`config.mk`:
```
export PLATFORM = sky130hd
export DESIGN_NAME = jpeg_rle
export DESIGN_NICKNAME = d
export VERILOG_FILES = /design/src/rtl/jpeg_pkg.sv /design/src/rtl/jpeg_amp_enc.sv /design/src/rtl/jpeg_rle.sv
export SDC_FILE = /design/constraint.sdc
export NUM_CORES = 1
export LEC_CHECK = 0
export CORE_ASPECT_RATIO = 0.6
export CORE_UTILIZATION = 25
export DETAILED_ROUTE_END_ITERATION = 7
export PLACE_DENSITY = 0.5
export REMOVE_ABC_BUFFERS = 1
export SYNTH_ARGS = -nofsm -noshare
export SYNTH_HDL_FRONTEND = slang
export SYNTH_HIERARCHICAL = 1
export SYNTH_SLANG_ARGS = --single-unit
```
`constraint.sdc`:
```
create_clock -name clk_i -period 7.4 [get_ports clk_i]
set_clock_uncertainty 0.05 [all_clocks]
set_input_delay 1.11 -clock clk_i [delete_from_list [all_inputs] [get_ports clk_i]]
set_output_delay 1.11 -clock clk_i [all_outputs]
set_load 0.1 [all_outputs]
```
`src/rtl/jpeg_pkg.sv`:
```
// Shared definitions for the JPEG run-length coder: zigzag ROM, FSM states
// and the packed symbol record handed to the entropy coder.
package jpeg_pkg;

   typedef enum logic [2:0] {
      IDLE,
      ADDR,
      EVAL,
      ZRL,
      EMIT
   } state_t;

   typedef struct packed {
      logic        dc;
      logic [1:0]  comp;
      logic [3:0]  run;
      logic [3:0]  size;
      logic [10:0] amp;
   } sym_t;

   // Zigzag scan position -> natural row-major index of an 8x8 block.
   localparam logic [5:0] ZZ_ROM [64] = '{
      6'd0,  6'd1,  6'd8,  6'd16, 6'd9,  6'd2,  6'd3,  6'd10,
      6'd17, 6'd24, 6'd32, 6'd25, 6'd18, 6'd11, 6'd4,  6'd5,
      6'd12, 6'd19, 6'd26, 6'd33, 6'd40, 6'd48, 6'd41, 6'd34,
      6'd27, 6'd20, 6'd13, 6'd6,  6'd7,  6'd14, 6'd21, 6'd28,
      6'd35, 6'd42, 6'd49, 6'd56, 6'd57, 6'd50, 6'd43, 6'd36,
      6'd29, 6'd22, 6'd15, 6'd23, 6'd30, 6'd37, 6'd44, 6'd51,
      6'd58, 6'd59, 6'd52, 6'd45, 6'd38, 6'd31, 6'd39, 6'd46,
      6'd53, 6'd60, 6'd61, 6'd54, 6'd47, 6'd55, 6'd62, 6'd63
   };

   function automatic logic [5:0] zz_addr(input logic [5:0] k);
      return ZZ_ROM[k];
   endfunction

   function automatic sym_t mk_sym(input logic dc, input logic [1:0] comp,
                                   input logic [3:0] run, input logic [3:0] size,
                                   input logic [10:0] amp);
      sym_t s;
      s.dc   = dc;
      s.comp = comp;
      s.run  = run;
      s.size = size;
      s.amp  = amp;
      return s;
   endfunction

endpackage

```
`src/rtl/jpeg_amp_enc.sv`:
```
// Magnitude category and amplitude bits of a saturated signed value.
// Negative values use the one's-complement form (v-1 masked to size bits).
module jpeg_amp_enc (
   input  logic signed [11:0] val_i,
   output logic [3:0]         size_o,
   output logic [10:0]        amp_o
);

   logic [11:0] mag;
   logic [11:0] adj;
   logic [10:0] mask;

   always_comb begin
      mag    = val_i[11] ? 12'(-val_i) : val_i;
      size_o = '0;
      for (int i = 0; i < 12; i++) begin
         if (mag[i]) size_o = 4'(i + 1);
      end
      mask  = 11'((12'd1 << size_o) - 12'd1);
      adj   = val_i[11] ? 12'(val_i - 12'sd1) : val_i;
      amp_o = 11'(adj) & mask;
   end

endmodule

```
`src/rtl/jpeg_rle.sv`:
```
// Zigzag run-length coder for one quantized 8x8 block: DC difference symbol,
// AC (run,size,amp) symbols with ZRL splitting, and EOB.
module jpeg_rle
   import jpeg_pkg::*;
#(
   parameter int CW = 16,
   parameter int AW = 6
) (
   input  logic          clk_i,
   input  logic          rst_i,
   input  logic          start_i,
   input  logic [1:0]    comp_i,
   input  logic          clr_pred_i,
   output logic [AW-1:0] mem_addr_o,
   input  logic [CW-1:0] mem_data_i,
   output logic          sym_valid_o,
   input  logic          sym_ready_i,
   output logic          sym_dc_o,
   output logic [1:0]    sym_comp_o,
   output logic [3:0]    sym_run_o,
   output logic [3:0]    sym_size_o,
   output logic [10:0]   sym_amp_o,
   output logic          busy_o,
   output logic          done_o
);

   localparam logic signed [CW-1:0] SAT_MAX = CW'(1023);
   localparam logic signed [CW-1:0] SAT_MIN = -SAT_MAX;

   state_t             state;
   logic [5:0]         k;
   logic [5:0]         run;
   logic [1:0]         comp;
   logic [AW-1:0]      mem_addr;
   sym_t               sym_q;
   logic               sym_valid;
   logic               busy;
   logic               done;
   logic signed [11:0] pend;
   logic signed [11:0] dc_coef;
   logic signed [11:0] pred [3];

   logic signed [11:0] sat;
   logic signed [11:0] pred_cur;
   logic signed [11:0] diff;
   logic signed [11:0] enc_in;
   logic [3:0]         enc_size;
   logic [10:0]        enc_amp;

   // Clamp the raw coefficient first; the single encoder then sees either the
   // DC difference, the current AC value, or the AC value parked behind ZRLs.
   always_comb begin
      if ($signed(mem_data_i) > SAT_MAX)      sat = 12'sd1023;
      else if ($signed(mem_data_i) < SAT_MIN) sat = -12'sd1023;
      else                                    sat = 12'(mem_data_i);
      case (comp)
         2'd1:    pred_cur = pred[1];
         2'd2:    pred_cur = pred[2];
         default: pred_cur = pred[0];
      endcase
      diff = sat - pred_cur;
      if (state == ZRL)  enc_in = pend;
      else if (k == 6'd0) enc_in = diff;
      else               enc_in = sat;
   end

   jpeg_amp_enc u_amp_enc (
      .val_i  (enc_in),
      .size_o (enc_size),
      .amp_o  (enc_amp)
   );

   always_ff @(posedge clk_i or negedge rst_i) begin
      if (!rst_i) begin
         state     <= IDLE;
         k         <= '0;
         run       <= '0;
         comp      <= '0;
         mem_addr  <= '0;
         sym_q     <= '0;
         sym_valid <= 1'b0;
         busy      <= 1'b0;
         done      <= 1'b0;
         pend      <= '0;
         dc_coef   <= '0;
         for (int i = 0; i < 3; i++) pred[i] <= '0;
      end else begin
         done <= 1'b0;
         case (state)
            IDLE: begin
               if (clr_pred_i) begin
                  for (int i = 0; i < 3; i++) pred[i] <= '0;
               end
               if (start_i) begin
                  comp     <= (comp_i == 2'd3) ? 2'd0 : comp_i;
                  k        <= '0;
                  run      <= '0;
                  mem_addr <= AW'(zz_addr(6'd0));
                  busy     <= 1'b1;
                  state    <= ADDR;
               end
            end
            ADDR: state <= EVAL;
            EVAL: begin
               if (k == 6'd0) begin
                  sym_q     <= mk_sym(1'b1, comp, 4'd0, enc_size, enc_amp);
                  dc_coef   <= sat;
                  sym_valid <= 1'b1;
                  state     <= EMIT;
               end else if (sat == 12'sd0) begin
                  run <= run + 6'd1;
                  if (k != 6'd63) begin
                     k        <= k + 6'd1;
                     mem_addr <= AW'(zz_addr(k + 6'd1));
                     state    <= ADDR;
                  end else begin
                     sym_q     <= mk_sym(1'b0, comp, 4'd0, 4'd0, 11'd0);
                     sym_valid <= 1'b1;
                     state     <= EMIT;
                  end
               end else if (run >= 6'd16) begin
                  pend      <= sat;
                  sym_q     <= mk_sym(1'b0, comp, 4'd15, 4'd0, 11'd0);
                  sym_valid <= 1'b1;
                  state     <= ZRL;
               end else begin
                  sym_q     <= mk_sym(1'b0, comp, run[3:0], enc_size, enc_amp);
                  run       <= '0;
                  sym_valid <= 1'b1;
                  state     <= EMIT;
               end
            end
            // Subtracting 16 leaves the low nibble unchanged, so run[3:0] is
            // already the residual run once fewer than 32 zeros remain.
            ZRL: begin
               if (sym_ready_i) begin
                  if (run < 6'd32) begin
                     sym_q <= mk_sym(1'b0, comp, run[3:0], enc_size, enc_amp);
                     run   <= '0;
                     state <= EMIT;
                  end else begin
                     run <= run - 6'd16;
                  end
               end
            end
            EMIT: begin
               if (sym_ready_i) begin
                  sym_valid <= 1'b0;
                  if (k == 6'd0) begin
                     case (comp)
                        2'd1:    pred[1] <= dc_coef;
                        2'd2:    pred[2] <= dc_coef;
                        default: pred[0] <= dc_coef;
                     endcase
                  end
                  if (k == 6'd63) begin
                     busy  <= 1'b0;
                     done  <= 1'b1;
                     state <= IDLE;
                  end else begin
                     k        <= k + 6'd1;
                     mem_addr <= AW'(zz_addr(k + 6'd1));
                     state    <= ADDR;
                  end
               end
            end
            default: state <= IDLE;
         endcase
      end
   end

   assign mem_addr_o  = mem_addr;
   assign sym_valid_o = sym_valid;
   assign sym_dc_o    = sym_q.dc;
   assign sym_comp_o  = sym_q.comp;
   assign sym_run_o   = sym_q.run;
   assign sym_size_o  = sym_q.size;
   assign sym_amp_o   = sym_q.amp;
   assign busy_o      = busy;
   assign done_o      = done;

endmodule
```
==> impl_metrics.xml, run 1 <==
<?xml version="1.0" encoding="UTF-8"?>
<metrics>
  <group name="yosys">
    <metric name="synthCells" unit="">862</metric>
    <metric name="asr_flop_ratio_synth" unit="%">100</metric>
    <metric name="synth_top_cell_area_share" unit="%">36.2</metric>
    <metric name="yosysSeqAreaShare" unit="%">36.2</metric>
    <metric name="cell_area_after_technology_mapping" unit="µm²">7470</metric>
    <metric name="synthesis.area_per_instance" unit="µm²">8.66</metric>
    <metric name="synth_enable_flop_cells" unit="">0</metric>
    <metric name="yosys_warnings" unit="">6</metric>
    <metric name="post-synth-top-area-cell" unit="">sky130_fd_sc_hd__dfrtp_1</metric>
    <metric name="synth-main-ff-cell" unit="">sky130_fd_sc_hd__dfrtp_1</metric>
    <metric name="synth_cell_types" unit="">79</metric>
    <metric name="synth_top_cells_by_area" unit="">sky130_fd_sc_hd__dfrtp_1, sky130_fd_sc_hd__mux2_2, sky130_fd_sc_hd__nand2_1, sky130_fd_sc_hd__o21ai_0, sky130_fd_sc_hd__ha_1</metric>
    <metric name="ys_ff_latch" unit="">108</metric>
  </group>
  <group name="die">
    <metric name="fp.dieArea" unit="µm²">30600</metric>
    <metric name="initial_utilization" unit="%">25.7</metric>
    <metric name="row_count" unit="">48</metric>
    <metric name="chipWidth" unit="µm">225</metric>
    <metric name="die_height" unit="µm">136</metric>
    <metric name="io-pin-count" unit="">54</metric>
    <metric name="core_outline_area" unit="µm²">29100</metric>
  </group>
  <group name="pwr">
    <metric name="comb_power_share" unit="%">66.8</metric>
    <metric name="p_switching" unit="mW">2.33</metric>
    <metric name="intPower" unit="mW">2.13</metric>
    <metric name="seq_power_share" unit="%">20.9</metric>
    <metric name="max-vdd-ir-drop" unit="V">0.000186</metric>
    <metric name="total_leakage_power" unit="nW">3.85</metric>
    <metric name="power_switching_share" unit="%">52.2</metric>
    <metric name="pwr-share-clk" unit="%">12.2</metric>
    <metric name="pwr_density_cell" unit="nW/µm²">494</metric>
  </group>
  <group name="worst_setup_path">
    <metric name="r2r_cells" unit="">26</metric>
    <metric name="r2r_start" unit="">comp[1]$_DFFE_PN0P_</metric>
    <metric name="worst-setup-path-type" unit="">input pin to register</metric>
    <metric name="rr_endpoint" unit="">sym_amp_o[4]$_DFFE_PN0P_</metric>
    <metric name="start_kind" unit="">input pin</metric>
    <metric name="path_buf_inv" unit="">5</metric>
    <metric name="worst_path_largest_cell_delay" unit="ns">0.50</metric>
    <metric name="endpoint_kind" unit="">register</metric>
    <metric name="crit_arrival" unit="ns">7.21</metric>
    <metric name="critPathMaxFanout" unit="">7</metric>
    <metric name="reg2reg_slack" unit="ns">1.29</metric>
    <metric name="crit_path_top_delay_cell" unit="">sky130_fd_sc_hd__clkdlybuf4s50_1</metric>
    <metric name="required" unit="ns">7.63</metric>
    <metric name="critPathTopFamily" unit="">compound AO/OA/AOI/OAI gates</metric>
  </group>
  <group name="finish">
    <metric name="multiInputGateArea" unit="µm²">4410</metric>
    <metric name="num-fill-cells" unit="">3069</metric>
    <metric name="post_route_cells_drive_above_1_share" unit="%">15.9</metric>
    <metric name="mostFrequentLayoutCells" unit="">sky130_fd_sc_hd__dfrtp_1, sky130_fd_sc_hd__nand2_1, sky130_fd_sc_hd__nor2_1, sky130_fd_sc_hd__o21ai_0, sky130_fd_sc_hd__buf_4</metric>
    <metric name="seqCellArea" unit="µm²">2700</metric>
    <metric name="finalCoreUtilization" unit="%">31.1</metric>
    <metric name="area_growth_syn_to_layout" unit="%">21.1</metric>
    <metric name="finalNetCount" unit="">981</metric>
    <metric name="ant_diodes" unit="">0</metric>
    <metric name="final_area" unit="µm²">9040</metric>
    <metric name="mostFrequentLayoutCell" unit="">sky130_fd_sc_hd__dfrtp_1</metric>
  </group>
  <group name="global_route">
    <metric name="grt_first_pass_wirelength" unit="mm">35.6</metric>
    <metric name="grt_start_max_net_pins" unit="">68</metric>
    <metric name="total_routing_resource_utilization_after_global_routing" unit="%">15.1</metric>
    <metric name="grt_pass1_vias" unit="">6197</metric>
    <metric name="antenna_found_initial" unit="">0</metric>
    <metric name="grt.overflow.total" unit="">0</metric>
  </group>
  <group name="drt">
    <metric name="remaining_drc_errors" unit="">0</metric>
    <metric name="drt_pre_antenna_iters" unit="">7</metric>
    <metric name="final_antenna_violating_net_count" unit="">0</metric>
    <metric name="initialDrtViolationCount" unit="">658</metric>
    <metric name="wl_per_cell" unit="µm">16.8</metric>
    <metric name="viasPerCell" unit="">5.03</metric>
    <metric name="vias" unit="">6707</metric>
    <metric name="drt_wl_total" unit="mm">22.4</metric>
  </group>
  <group name="cts">
    <metric name="tritoncts_num_sinks" unit="">108</metric>
    <metric name="ctsHoldBuffers" unit="">0</metric>
    <metric name="cts-buffers-inserted" unit="">9</metric>
    <metric name="root_buffer" unit="">sky130_fd_sc_hd__clkbuf_16</metric>
    <metric name="clkTransAtPathRegs" unit="ns">0.09</metric>
    <metric name="clock_latency" unit="ns">0.39</metric>
    <metric name="tritoncts" unit="">built</metric>
    <metric name="htree_levels" unit="">3</metric>
    <metric name="clk_path_buf_depth" unit="">2</metric>
  </group>
  <group name="min_path">
    <metric name="whs_endpoint" unit="">dc_coef[10]$_DFFE_PN0P_</metric>
    <metric name="worst_hold_path_cell_count" unit="">2</metric>
    <metric name="holdCritStartpoint" unit="">dc_coef[10]$_DFFE_PN0P_</metric>
    <metric name="holdCritPathClass" unit="">register to register</metric>
  </group>
  <group name="timing">
    <metric name="report.final.setup_viol" unit="">0</metric>
    <metric name="achievable-frequency" unit="MHz">143</metric>
    <metric name="worst_slew_margin_rel" unit="%">22.9</metric>
    <metric name="setup_total_negative_slack" unit="ns">0</metric>
    <metric name="layout_worst_path_cycle_share" unit="%">94.3</metric>
    <metric name="finalCriticalPeriod" unit="ns">6.98</metric>
    <metric name="rsz0062_at_grt" unit="">no</metric>
    <metric name="report.final.hold_viol_count" unit="">0</metric>
    <metric name="finalMaxSlewViolations" unit="">0</metric>
    <metric name="tightest_slew" unit="ns">1.15</metric>
  </group>
  <group name="status">
    <metric name="status" unit="">finished, final reports clean</metric>
  </group>
  <group name="placement">
    <metric name="placement.cell_area" unit="µm²">8670</metric>
    <metric name="buffer_ports.inserted" unit="">53</metric>
    <metric name="weighted_congestion_at_the_end_of_routability_driven_global_placement" unit="">0.868</metric>
    <metric name="hpwl" unit="mm">16.8</metric>
  </group>
  <group name="flow_run">
    <metric name="cap_violations" unit="">0</metric>
  </group>
</metrics>
## power groups by stage
stage          combinational [mW]  sequential, mW  clock, mW
5_1_grt                      3.24           0.959      0.585
4_1_cts                      2.93           0.930      0.566
3_5_place_dp                 2.92           0.938          0
2_1_floorplan                1.59            1.32          0
3_3_place_gp                 2.94           0.941          0
6_report                     2.99           0.934      0.547
## per-stage QoR
step,setup WS [ns],hold slack (ns),total power [mW],instances
6_report,0.418,0.427,4.47,1333
5_1_grt,0.00806,0.454,4.79,1333
4_1_cts,0.338,0.432,4.43,1332
3_5_place_dp,-0.0436,0.409,3.85,1316
3_3_place_gp,0.0591,0.406,3.88,1316
2_1_floorplan,0.00587,0.389,2.91,802
## cell usage after synthesis (5+ instances only)
cell / number
sky130_fd_sc_hd__a211oi_1: 12
sky130_fd_sc_hd__and2_1: 7
sky130_fd_sc_hd__buf_2: 17
sky130_fd_sc_hd__nor4_1: 5
sky130_fd_sc_hd__inv_1: 28
sky130_fd_sc_hd__ha_1: 29
sky130_fd_sc_hd__and3_1: 19
sky130_fd_sc_hd__mux2_2: 38
sky130_fd_sc_hd__o31ai_1: 12
sky130_fd_sc_hd__nor2_1: 75
sky130_fd_sc_hd__xnor2_1: 15
sky130_fd_sc_hd__dfrtp_1: 108
sky130_fd_sc_hd__nor2b_1: 7
sky130_fd_sc_hd__nand4_1: 6
sky130_fd_sc_hd__a22oi_1: 13
sky130_fd_sc_hd__a31oi_1: 12
sky130_fd_sc_hd__nor3_1: 16
sky130_fd_sc_hd__a22o_1: 19
sky130_fd_sc_hd__o21ai_0: 74
sky130_fd_sc_hd__xor2_1: 15
sky130_fd_sc_hd__a21o_1: 7
sky130_fd_sc_hd__nand2_1: 102
sky130_fd_sc_hd__o22ai_1: 5
sky130_fd_sc_hd__buf_4: 5
sky130_fd_sc_hd__nand3_1: 21
sky130_fd_sc_hd__a21oi_1: 54
sky130_fd_sc_hd__nand2b_1: 11
sky130_fd_sc_hd__or3_1: 8
sky130_fd_sc_hd__o211ai_1: 9
sky130_fd_sc_hd__clkbuf_1: 31
## tightest hold or removal path, cell delays in order, from the launching register on
cell and delay, ns:
sky130_fd_sc_hd__dfrtp_1 0.35, sky130_fd_sc_hd__nand2_1 0.05, sky130_fd_sc_hd__nand2_1 0.05
## flip-flops by register name (all words and copies together), names as in the netlist, 2 cells and up
name	flops
comp	2
dc_coef	12
k	6
mem_addr_o	6
pend	12
pred	36
run	6
state	3
sym_amp_o	11
sym_comp_o	2
sym_run_o	4
sym_size_o	4
## per-layer routing
layer,track usage (%),part of all wire [%],up-vias
li1,-,-,3251
met1,24.5,56,3300
met2,19.6,38,142
met3,2.74,4.8,14
met4,3.89,1.0,0
met5,0,0,-
## cell type report
type,instances,area share (%)
sequential,108,29.9
tap,400,5.53
clock inverter,7,1.18
multi-input combinational,666,48.7
timing repair buffer,115,11.0
clock buffer,9,2.49
inverter,28,1.16
## logic make-up (layout without fill, tap and decap cells)
family | count (synthesis) | count (layout) | synth area share [%]
compound gates | 263 | 263 | 23.6
xor+xnor | 32 | 32 | 3.95
fa+ha+maj | 30 | 30 | 5.13
buf+inv | 88 | 159 | 5.26
flops | 108 | 108 | 36.2
mux | 40 | 40 | 6.17
simple gates | 301 | 301 | 19.7
## what timing repair did
item / in CTS / in global routing
setup endpoints to repair: 0 / 5
resized for setup: 0 / 8
setup buffers: 0 / 1
## worst max path at each step
stage             startpoint                  endpoint  slack (ns)  cells past startpoint
2_1_floorplan  mem_data_i[4]  sym_amp_o[4]$_DFFE_PN0P_       0.006                     27
3_3_place_gp   mem_data_i[2]  sym_amp_o[4]$_DFFE_PN0P_        0.06                     29
3_5_place_dp   mem_data_i[2]  sym_amp_o[4]$_DFFE_PN0P_       -0.04                     29
4_1_cts        mem_data_i[2]  sym_amp_o[4]$_DFFE_PN0P_        0.34                     29
5_1_grt        mem_data_i[2]  sym_amp_o[4]$_DFFE_PN0P_       0.008                     30
6_report       mem_data_i[2]  sym_amp_o[4]$_DFFE_PN0P_        0.42                     30
No activity file was read; power rests on OpenSTA's default activity.
==> run 2, diff against run 1 <==
--- a/config.mk
+++ b/config.mk
@@ -5,11 +5,13 @@
 export SDC_FILE = /design/constraint.sdc
 export NUM_CORES = 1
 export LEC_CHECK = 0
+export ABC_AREA = 0
 export CORE_ASPECT_RATIO = 0.6
 export CORE_UTILIZATION = 25
 export DETAILED_ROUTE_END_ITERATION = 7
 export PLACE_DENSITY = 0.5
 export REMOVE_ABC_BUFFERS = 1
+export SLEW_MARGIN = 20
 export SYNTH_ARGS = -nofsm -noshare
 export SYNTH_HDL_FRONTEND = slang
 export SYNTH_HIERARCHICAL = 1
==> impl_metrics.xml, run 2 (same netlist as run 1, synthesis figures left out) <==
<?xml version="1.0" encoding="UTF-8"?>
<metrics>
  <group name="finish">
    <metric name="finalNetCount" unit="">981</metric>
    <metric name="largest_register_ffs" unit="">36</metric>
    <metric name="ant_diodes" unit="">0</metric>
    <metric name="finalCoreUtilization" unit="%">31.1</metric>
    <metric name="mostFrequentLayoutCells" unit="">sky130_fd_sc_hd__dfrtp_1, sky130_fd_sc_hd__nand2_1, sky130_fd_sc_hd__nor2_1, sky130_fd_sc_hd__o21ai_0, sky130_fd_sc_hd__buf_4</metric>
    <metric name="biggestRegsByFlops" unit="">pred x36, dc_coef x12, pend x12</metric>
    <metric name="registers.top_by_ff_count" unit="">pred</metric>
    <metric name="post_route_cells_drive_above_1_share" unit="%">16.0</metric>
    <metric name="mostFrequentLayoutCell" unit="">sky130_fd_sc_hd__dfrtp_1</metric>
    <metric name="area_growth_syn_to_layout" unit="%">21.1</metric>
  </group>
  <group name="global_route">
    <metric name="total_routing_resource_utilization_after_global_routing" unit="%">15.1</metric>
    <metric name="grt_pass1_vias" unit="">6197</metric>
    <metric name="antenna_found_initial" unit="">0</metric>
    <metric name="grtUsageMet2" unit="%">19.6</metric>
    <metric name="groute.layer.met3.usage" unit="%">2.74</metric>
    <metric name="busiest_grt_layer" unit="">met1</metric>
    <metric name="grt_first_pass_wirelength" unit="mm">35.6</metric>
    <metric name="grt_start_max_net_pins" unit="">68</metric>
    <metric name="globalRouteMet1Util" unit="%">24.5</metric>
    <metric name="grt.overflow.total" unit="">0</metric>
  </group>
  <group name="cts">
    <metric name="clkTransAtPathRegs" unit="ns">0.09</metric>
    <metric name="tritoncts" unit="">built</metric>
    <metric name="root_buffer" unit="">sky130_fd_sc_hd__clkbuf_16</metric>
    <metric name="clock_latency" unit="ns">0.39</metric>
    <metric name="clk_path_buf_depth" unit="">2</metric>
    <metric name="cts-buffers-inserted" unit="">9</metric>
    <metric name="ctsHoldBuffers" unit="">0</metric>
    <metric name="htree_levels" unit="">3</metric>
    <metric name="tritoncts_num_sinks" unit="">108</metric>
  </group>
  <group name="drt">
    <metric name="vias" unit="">6701</metric>
    <metric name="initialDrtViolationCount" unit="">669</metric>
    <metric name="viasPerCell" unit="">5.03</metric>
    <metric name="remaining_drc_errors" unit="">0</metric>
    <metric name="final_antenna_violating_net_count" unit="">0</metric>
    <metric name="wl_per_cell" unit="µm">16.8</metric>
    <metric name="drt_wl_total" unit="mm">22.4</metric>
    <metric name="drt_pre_antenna_iters" unit="">7</metric>
  </group>
  <group name="die">
    <metric name="initial_utilization" unit="%">25.7</metric>
    <metric name="die_height" unit="µm">136</metric>
    <metric name="row_count" unit="">48</metric>
    <metric name="fp.dieArea" unit="µm²">30600</metric>
    <metric name="core_outline_area" unit="µm²">29100</metric>
    <metric name="io-pin-count" unit="">54</metric>
    <metric name="chipWidth" unit="µm">225</metric>
  </group>
  <group name="worst_setup_path">
    <metric name="critical-path-top-cell-by-count" unit="">sky130_fd_sc_hd__nand2_1</metric>
    <metric name="start_kind" unit="">input pin</metric>
    <metric name="crit_path_top_delay_cell" unit="">sky130_fd_sc_hd__clkdlybuf4s50_1</metric>
    <metric name="endpoint_kind" unit="">register</metric>
    <metric name="critPathMaxFanout" unit="">22</metric>
    <metric name="critPathTopFamily" unit="">compound AO/OA/AOI/OAI gates</metric>
    <metric name="worst_path_largest_cell_delay" unit="ns">0.50</metric>
    <metric name="worst-setup-path-type" unit="">input pin to register</metric>
    <metric name="path_buf_inv" unit="">5</metric>
    <metric name="required" unit="ns">7.63</metric>
    <metric name="crit_arrival" unit="ns">7.19</metric>
  </group>
  <group name="timing">
    <metric name="worst_slew_margin_rel" unit="%">32.7</metric>
    <metric name="finalMaxSlewViolations" unit="">0</metric>
    <metric name="tightest_slew" unit="ns">1.01</metric>
    <metric name="report.final.setup_viol" unit="">0</metric>
    <metric name="layout_worst_path_cycle_share" unit="%">94.2</metric>
    <metric name="finalCriticalPeriod" unit="ns">6.97</metric>
    <metric name="rsz0062_at_grt" unit="">no</metric>
    <metric name="report.final.hold_viol_count" unit="">0</metric>
    <metric name="finalHoldWorstSlack" unit="ns">0.429</metric>
    <metric name="achievable-frequency" unit="MHz">144</metric>
  </group>
  <group name="placement">
    <metric name="hpwl" unit="mm">16.8</metric>
    <metric name="buffer_ports.inserted" unit="">53</metric>
    <metric name="weighted_congestion_at_the_end_of_routability_driven_global_placement" unit="">0.868</metric>
  </group>
  <group name="pwr">
    <metric name="max-vdd-ir-drop" unit="V">0.000186</metric>
    <metric name="total_leakage_power" unit="nW">3.85</metric>
    <metric name="pwr_density_cell" unit="nW/µm²">494</metric>
  </group>
  <group name="flow_run">
    <metric name="cap_violations" unit="">0</metric>
  </group>
  <group name="status">
    <metric name="status" unit="">finished, final reports clean</metric>
  </group>
  <group name="min_path">
    <metric name="holdCritPathClass" unit="">register to register</metric>
  </group>
</metrics>
run 2: cell types whose count changed in the layout (fill, tap and decap cells not counted):
cell,delta
sky130_fd_sc_hd__nor2_2,+1
sky130_fd_sc_hd__nor2_1,-1
run 2: metrics by stage:
step                      cells  setup WS [ns]  power [mW]  TNS [ns]  instance area (µm²)
after floorplan             802        0.00587        2.91         0                 7180
after global placement     1316         0.0591        3.88         0                 8670
after detailed placement   1316        -0.0436        3.85   -0.0541                 8670
after CTS                  1332          0.338        4.43         0                 9000
after global routing       1333        0.00806        4.79         0                 9050
final                      1333          0.431        4.47         0                 9050
run 2: layer usage:
layer / wire length (µm) / part of all wire (%) / up-vias
met5: 0 / 0 / -
met4: 225 / 1.0 / 0
met3: 1030 / 4.6 / 14
met2: 8590 / 38 / 148
met1: 12500 / 56 / 3290
li1: - / - / 3249
run 2: worst paths after layout:
check                                   startpoint                        to  slack (ns)  cells after the start
min in group asynchronous                    rst_i          k[1]$_DFFE_PN0P_        0.66                      1
min reg2reg                dc_coef[10]$_DFFE_PN0P_   dc_coef[10]$_DFFE_PN0P_        0.43                      2
max                                  mem_data_i[2]  sym_amp_o[4]$_DFFE_PN0P_        0.43                     30
max reg2reg                    comp[1]$_DFFE_PN0P_  sym_amp_o[4]$_DFFE_PN0P_        1.30                     26
max in group asynchronous                    rst_i    dc_coef[4]$_DFFE_PN0P_        5.33                      2
min                        dc_coef[10]$_DFFE_PN0P_   dc_coef[10]$_DFFE_PN0P_        0.43                      2
run 2: report_power, final:
group          leakage [nW]  switching (mW)  total (mW)  internal, mW
clock                 0.156           0.272       0.547         0.275
combinational          2.26            1.91        2.99          1.07
sequential             1.44           0.147       0.934         0.787
total                  3.85            2.33        4.47          2.14
run 2: worst reg2reg max path, cell delays in order, from the launching register on:
cell,delay [ns]
sky130_fd_sc_hd__dfrtp_1,0.39
sky130_fd_sc_hd__inv_1,0.09
sky130_fd_sc_hd__ha_1,0.52
sky130_fd_sc_hd__a22oi_1,0.16
sky130_fd_sc_hd__o21ai_0,0.39
sky130_fd_sc_hd__inv_1,0.08
sky130_fd_sc_hd__ha_1,0.27
sky130_fd_sc_hd__nor2b_1,0.14
sky130_fd_sc_hd__o31a_1,0.28
sky130_fd_sc_hd__o211ai_1,0.30
sky130_fd_sc_hd__a311oi_1,0.16
sky130_fd_sc_hd__xor2_1,0.19
sky130_fd_sc_hd__or3_1,0.33
sky130_fd_sc_hd__a31oi_2,0.25
sky130_fd_sc_hd__buf_6,0.23
sky130_fd_sc_hd__nand2_1,0.08
sky130_fd_sc_hd__o32a_1,0.35
sky130_fd_sc_hd__nand2_1,0.20
sky130_fd_sc_hd__nand2_1,0.11
sky130_fd_sc_hd__a21oi_1,0.27
sky130_fd_sc_hd__nand3b_1,0.12
sky130_fd_sc_hd__ha_1,0.25
sky130_fd_sc_hd__and3_1,0.15
sky130_fd_sc_hd__a22o_1,0.20
sky130_fd_sc_hd__a211oi_1,0.18
sky130_fd_sc_hd__nor2_1,0.06
sky130_fd_sc_hd__a22o_1,0.19
run 2: final cells by class:
class / count / area, µm²
fillers: 3068 / 20000
multi-input cells: 666 / 4410
flip-flops and latches: 108 / 2700
repair buffers: 115 / 997
well taps: 400 / 500
clock buffers: 9 / 225
clock inverters: 7 / 106
inverters: 28 / 105
run 2: what timing repair did:
| item | 4_1_cts | 5_1_grt |
|---|---|---|
| resized for setup | 0 | 8 |
| setup endpoints to repair | 0 | 5 |
| endpoints found under the hold margin | 0 | 0 |
| buffers inserted | 0 | 1 |
==> run 3, diff against run 2 <==
--- a/config.mk
+++ b/config.mk
@@ -11,6 +11,7 @@
 export DETAILED_ROUTE_END_ITERATION = 7
 export PLACE_DENSITY = 0.5
 export REMOVE_ABC_BUFFERS = 1
+export SETUP_SLACK_MARGIN = 0.05
 export SLEW_MARGIN = 20
 export SYNTH_ARGS = -nofsm -noshare
 export SYNTH_HDL_FRONTEND = slang
==> impl_metrics.xml, run 3 (same netlist as run 1, synthesis figures left out) <==
<?xml version="1.0" encoding="UTF-8"?>
<metrics>
  <group name="status">
    <metric name="status" unit="">finished, final reports clean</metric>
  </group>
  <group name="finish">
    <metric name="finalNetCount" unit="">982</metric>
    <metric name="ant_diodes" unit="">0</metric>
    <metric name="finalCoreUtilization" unit="%">31.2</metric>
    <metric name="registers.top_by_ff_count" unit="">pred</metric>
    <metric name="mostFrequentLayoutCells" unit="">sky130_fd_sc_hd__dfrtp_1, sky130_fd_sc_hd__nand2_1, sky130_fd_sc_hd__nor2_1, sky130_fd_sc_hd__o21ai_0, sky130_fd_sc_hd__buf_4</metric>
    <metric name="mostFrequentLayoutCell" unit="">sky130_fd_sc_hd__dfrtp_1</metric>
    <metric name="multiInputGateArea" unit="µm²">4420</metric>
    <metric name="biggestRegsByFlops" unit="">pred x36, dc_coef x12, pend x12</metric>
    <metric name="post_route_cells_drive_above_1_share" unit="%">16.2</metric>
    <metric name="area_growth_syn_to_layout" unit="%">21.4</metric>
    <metric name="largest_register_ffs" unit="">36</metric>
    <metric name="seqCellArea" unit="µm²">2700</metric>
    <metric name="num-fill-cells" unit="">3066</metric>
  </group>
  <group name="pwr">
    <metric name="p_switching" unit="mW">2.35</metric>
    <metric name="intPower" unit="mW">2.15</metric>
    <metric name="power_switching_share" unit="%">52.2</metric>
    <metric name="pwr_density_cell" unit="nW/µm²">496</metric>
    <metric name="comb_power_share" unit="%">67.0</metric>
    <metric name="max-vdd-ir-drop" unit="V">0.000189</metric>
    <metric name="seq_power_share" unit="%">20.8</metric>
    <metric name="pwr-share-clk" unit="%">12.2</metric>
    <metric name="fin_total_pwr" unit="mW">4.49</metric>
    <metric name="total_leakage_power" unit="nW">3.86</metric>
  </group>
  <group name="die">
    <metric name="row_count" unit="">48</metric>
    <metric name="die_height" unit="µm">136</metric>
    <metric name="fp.dieArea" unit="µm²">30600</metric>
    <metric name="io-pin-count" unit="">54</metric>
    <metric name="initial_utilization" unit="%">25.7</metric>
    <metric name="chipWidth" unit="µm">225</metric>
    <metric name="core_outline_area" unit="µm²">29100</metric>
  </group>
  <group name="timing">
    <metric name="timing.final.ws_setup" unit="ns">0.435</metric>
    <metric name="setup_total_negative_slack" unit="ns">0</metric>
    <metric name="finalHoldWorstSlack" unit="ns">0.429</metric>
    <metric name="finalMaxSlewViolations" unit="">0</metric>
    <metric name="finalCriticalPeriod" unit="ns">6.96</metric>
    <metric name="tightest_slew" unit="ns">1.01</metric>
    <metric name="achievable-frequency" unit="MHz">144</metric>
    <metric name="layout_worst_path_cycle_share" unit="%">94.1</metric>
    <metric name="rsz0062_at_grt" unit="">no</metric>
    <metric name="worst_slew_margin_rel" unit="%">32.7</metric>
    <metric name="report.final.setup_viol" unit="">0</metric>
    <metric name="report.final.hold_viol_count" unit="">0</metric>
  </group>
  <group name="cts">
    <metric name="tritoncts_num_sinks" unit="">108</metric>
    <metric name="clk_path_buf_depth" unit="">2</metric>
    <metric name="htree_levels" unit="">3</metric>
    <metric name="tritoncts" unit="">built</metric>
    <metric name="cts-buffers-inserted" unit="">9</metric>
    <metric name="root_buffer" unit="">sky130_fd_sc_hd__clkbuf_16</metric>
    <metric name="ctsHoldBuffers" unit="">0</metric>
    <metric name="clock_latency" unit="ns">0.39</metric>
    <metric name="clkTransAtPathRegs" unit="ns">0.08</metric>
  </group>
  <group name="drt">
    <metric name="vias" unit="">6741</metric>
    <metric name="met3RoutedLength" unit="mm">1.22</metric>
    <metric name="remaining_drc_errors" unit="">0</metric>
    <metric name="detailroute.wirelength.met2" unit="mm">8.58</metric>
    <metric name="viasPerCell" unit="">5.05</metric>
    <metric name="initialDrtViolationCount" unit="">679</metric>
    <metric name="wl_per_cell" unit="µm">16.8</metric>
    <metric name="drt_wl_total" unit="mm">22.4</metric>
    <metric name="drt_pre_antenna_iters" unit="">5</metric>
    <metric name="final_antenna_violating_net_count" unit="">0</metric>
    <metric name="dr.max_layer_used" unit="">met4</metric>
    <metric name="wl_met1" unit="mm">12.4</metric>
  </group>
  <group name="worst_setup_path">
    <metric name="reg2reg_slack" unit="ns">1.31</metric>
    <metric name="critPathMaxFanout" unit="">7</metric>
    <metric name="critical-path-top-cell-by-count" unit="">sky130_fd_sc_hd__buf_4</metric>
    <metric name="rr_endpoint" unit="">sym_amp_o[4]$_DFFE_PN0P_</metric>
    <metric name="worst-setup-path-type" unit="">input pin to register</metric>
    <metric name="endpoint_kind" unit="">register</metric>
    <metric name="required" unit="ns">7.63</metric>
    <metric name="start_kind" unit="">input pin</metric>
    <metric name="worst_path_largest_cell_delay" unit="ns">0.50</metric>
    <metric name="r2r_start" unit="">comp[1]$_DFFE_PN0P_</metric>
    <metric name="crit_path_top_delay_cell" unit="">sky130_fd_sc_hd__clkdlybuf4s50_1</metric>
    <metric name="r2r_cells" unit="">27</metric>
    <metric name="crit_arrival" unit="ns">7.19</metric>
  </group>
  <group name="min_path">
    <metric name="worst_hold_path_cell_count" unit="">2</metric>
    <metric name="whs_endpoint" unit="">sym_run_o[3]$_DFFE_PN0P_</metric>
    <metric name="holdCritStartpoint" unit="">sym_run_o[3]$_DFFE_PN0P_</metric>
    <metric name="holdCritPathClass" unit="">register to register</metric>
  </group>
  <group name="global_route">
    <metric name="grt_pass1_vias" unit="">6197</metric>
    <metric name="total_routing_resource_utilization_after_global_routing" unit="%">15.1</metric>
    <metric name="grt_first_pass_wirelength" unit="mm">35.6</metric>
    <metric name="grt.overflow.total" unit="">0</metric>
    <metric name="grt_start_max_net_pins" unit="">68</metric>
    <metric name="antenna_found_initial" unit="">0</metric>
  </group>
  <group name="placement">
    <metric name="weighted_congestion_at_the_end_of_routability_driven_global_placement" unit="">0.868</metric>
    <metric name="buffer_ports.inserted" unit="">53</metric>
    <metric name="hpwl" unit="mm">16.8</metric>
    <metric name="place_ws" unit="ns">-0.0436</metric>
  </group>
  <group name="flow_run">
    <metric name="cap_violations" unit="">0</metric>
  </group>
</metrics>
-- run 3: power groups by stage --
stage | Clock (mW) | Sequential (mW) | Combinational (mW)
2_1_floorplan | 0 | 1.32 | 1.59
3_3_place_gp | 0 | 0.941 | 2.94
3_5_place_dp | 0 | 0.938 | 2.92
4_1_cts | 0.566 | 0.930 | 2.93
5_1_grt | 0.585 | 0.959 | 3.27
6_report | 0.548 | 0.934 | 3.01
-- run 3: repair_timing --
action	CTS	global route
setup buffers	0	1
setup endpoints to repair	0	5
gates resized for setup	0	11
-- run 3: area by class of cell --
cell class,count,area share [%]
well taps,400,5.52
repair buffers,116,11.1
flip-flops and latches,108,29.8
multi-input cells,666,48.8
clock buffers,9,2.48
clock inverters,7,1.17
inverters,28,1.16
-- run 3: worst max path at each step --
stage	start	endpoint	slack, ns	depth (start not counted)
6_report	mem_data_i[2]	sym_amp_o[4]$_DFFE_PN0P_	0.44	31
5_1_grt	mem_data_i[2]	sym_amp_o[4]$_DFFE_PN0P_	0.04	31
4_1_cts	mem_data_i[2]	sym_amp_o[4]$_DFFE_PN0P_	0.34	29
3_5_place_dp	mem_data_i[2]	sym_amp_o[4]$_DFFE_PN0P_	-0.04	29
3_3_place_gp	mem_data_i[2]	sym_amp_o[4]$_DFFE_PN0P_	0.06	29
2_1_floorplan	mem_data_i[4]	sym_amp_o[4]$_DFFE_PN0P_	0.006	27
-- run 3: critical path, delay by kind of cell --
kind	cells	cell delay [ns]
AND/OR/NAND/NOR	10	1.76
buffers and inverters	6	1.27
XOR/XNOR	1	0.19
AO/OA/AOI/OAI	12	2.28
adder cells (fa/ha/maj)	2	0.57
-- run 3: through the flow --
stage                     cell area (µm²)  std cells
final                                9060       1334
after detailed placement             8670       1316
after global placement               8670       1316
after floorplan                      7180        802
after global routing                 9060       1334
after CTS                            9000       1332
-- run 3: routing by layer --
metal	track usage, %	vias to the layer above
met5	0	-
met4	3.89	0
met3	2.74	16
met2	19.6	178
met1	24.5	3294
li1	-	3253
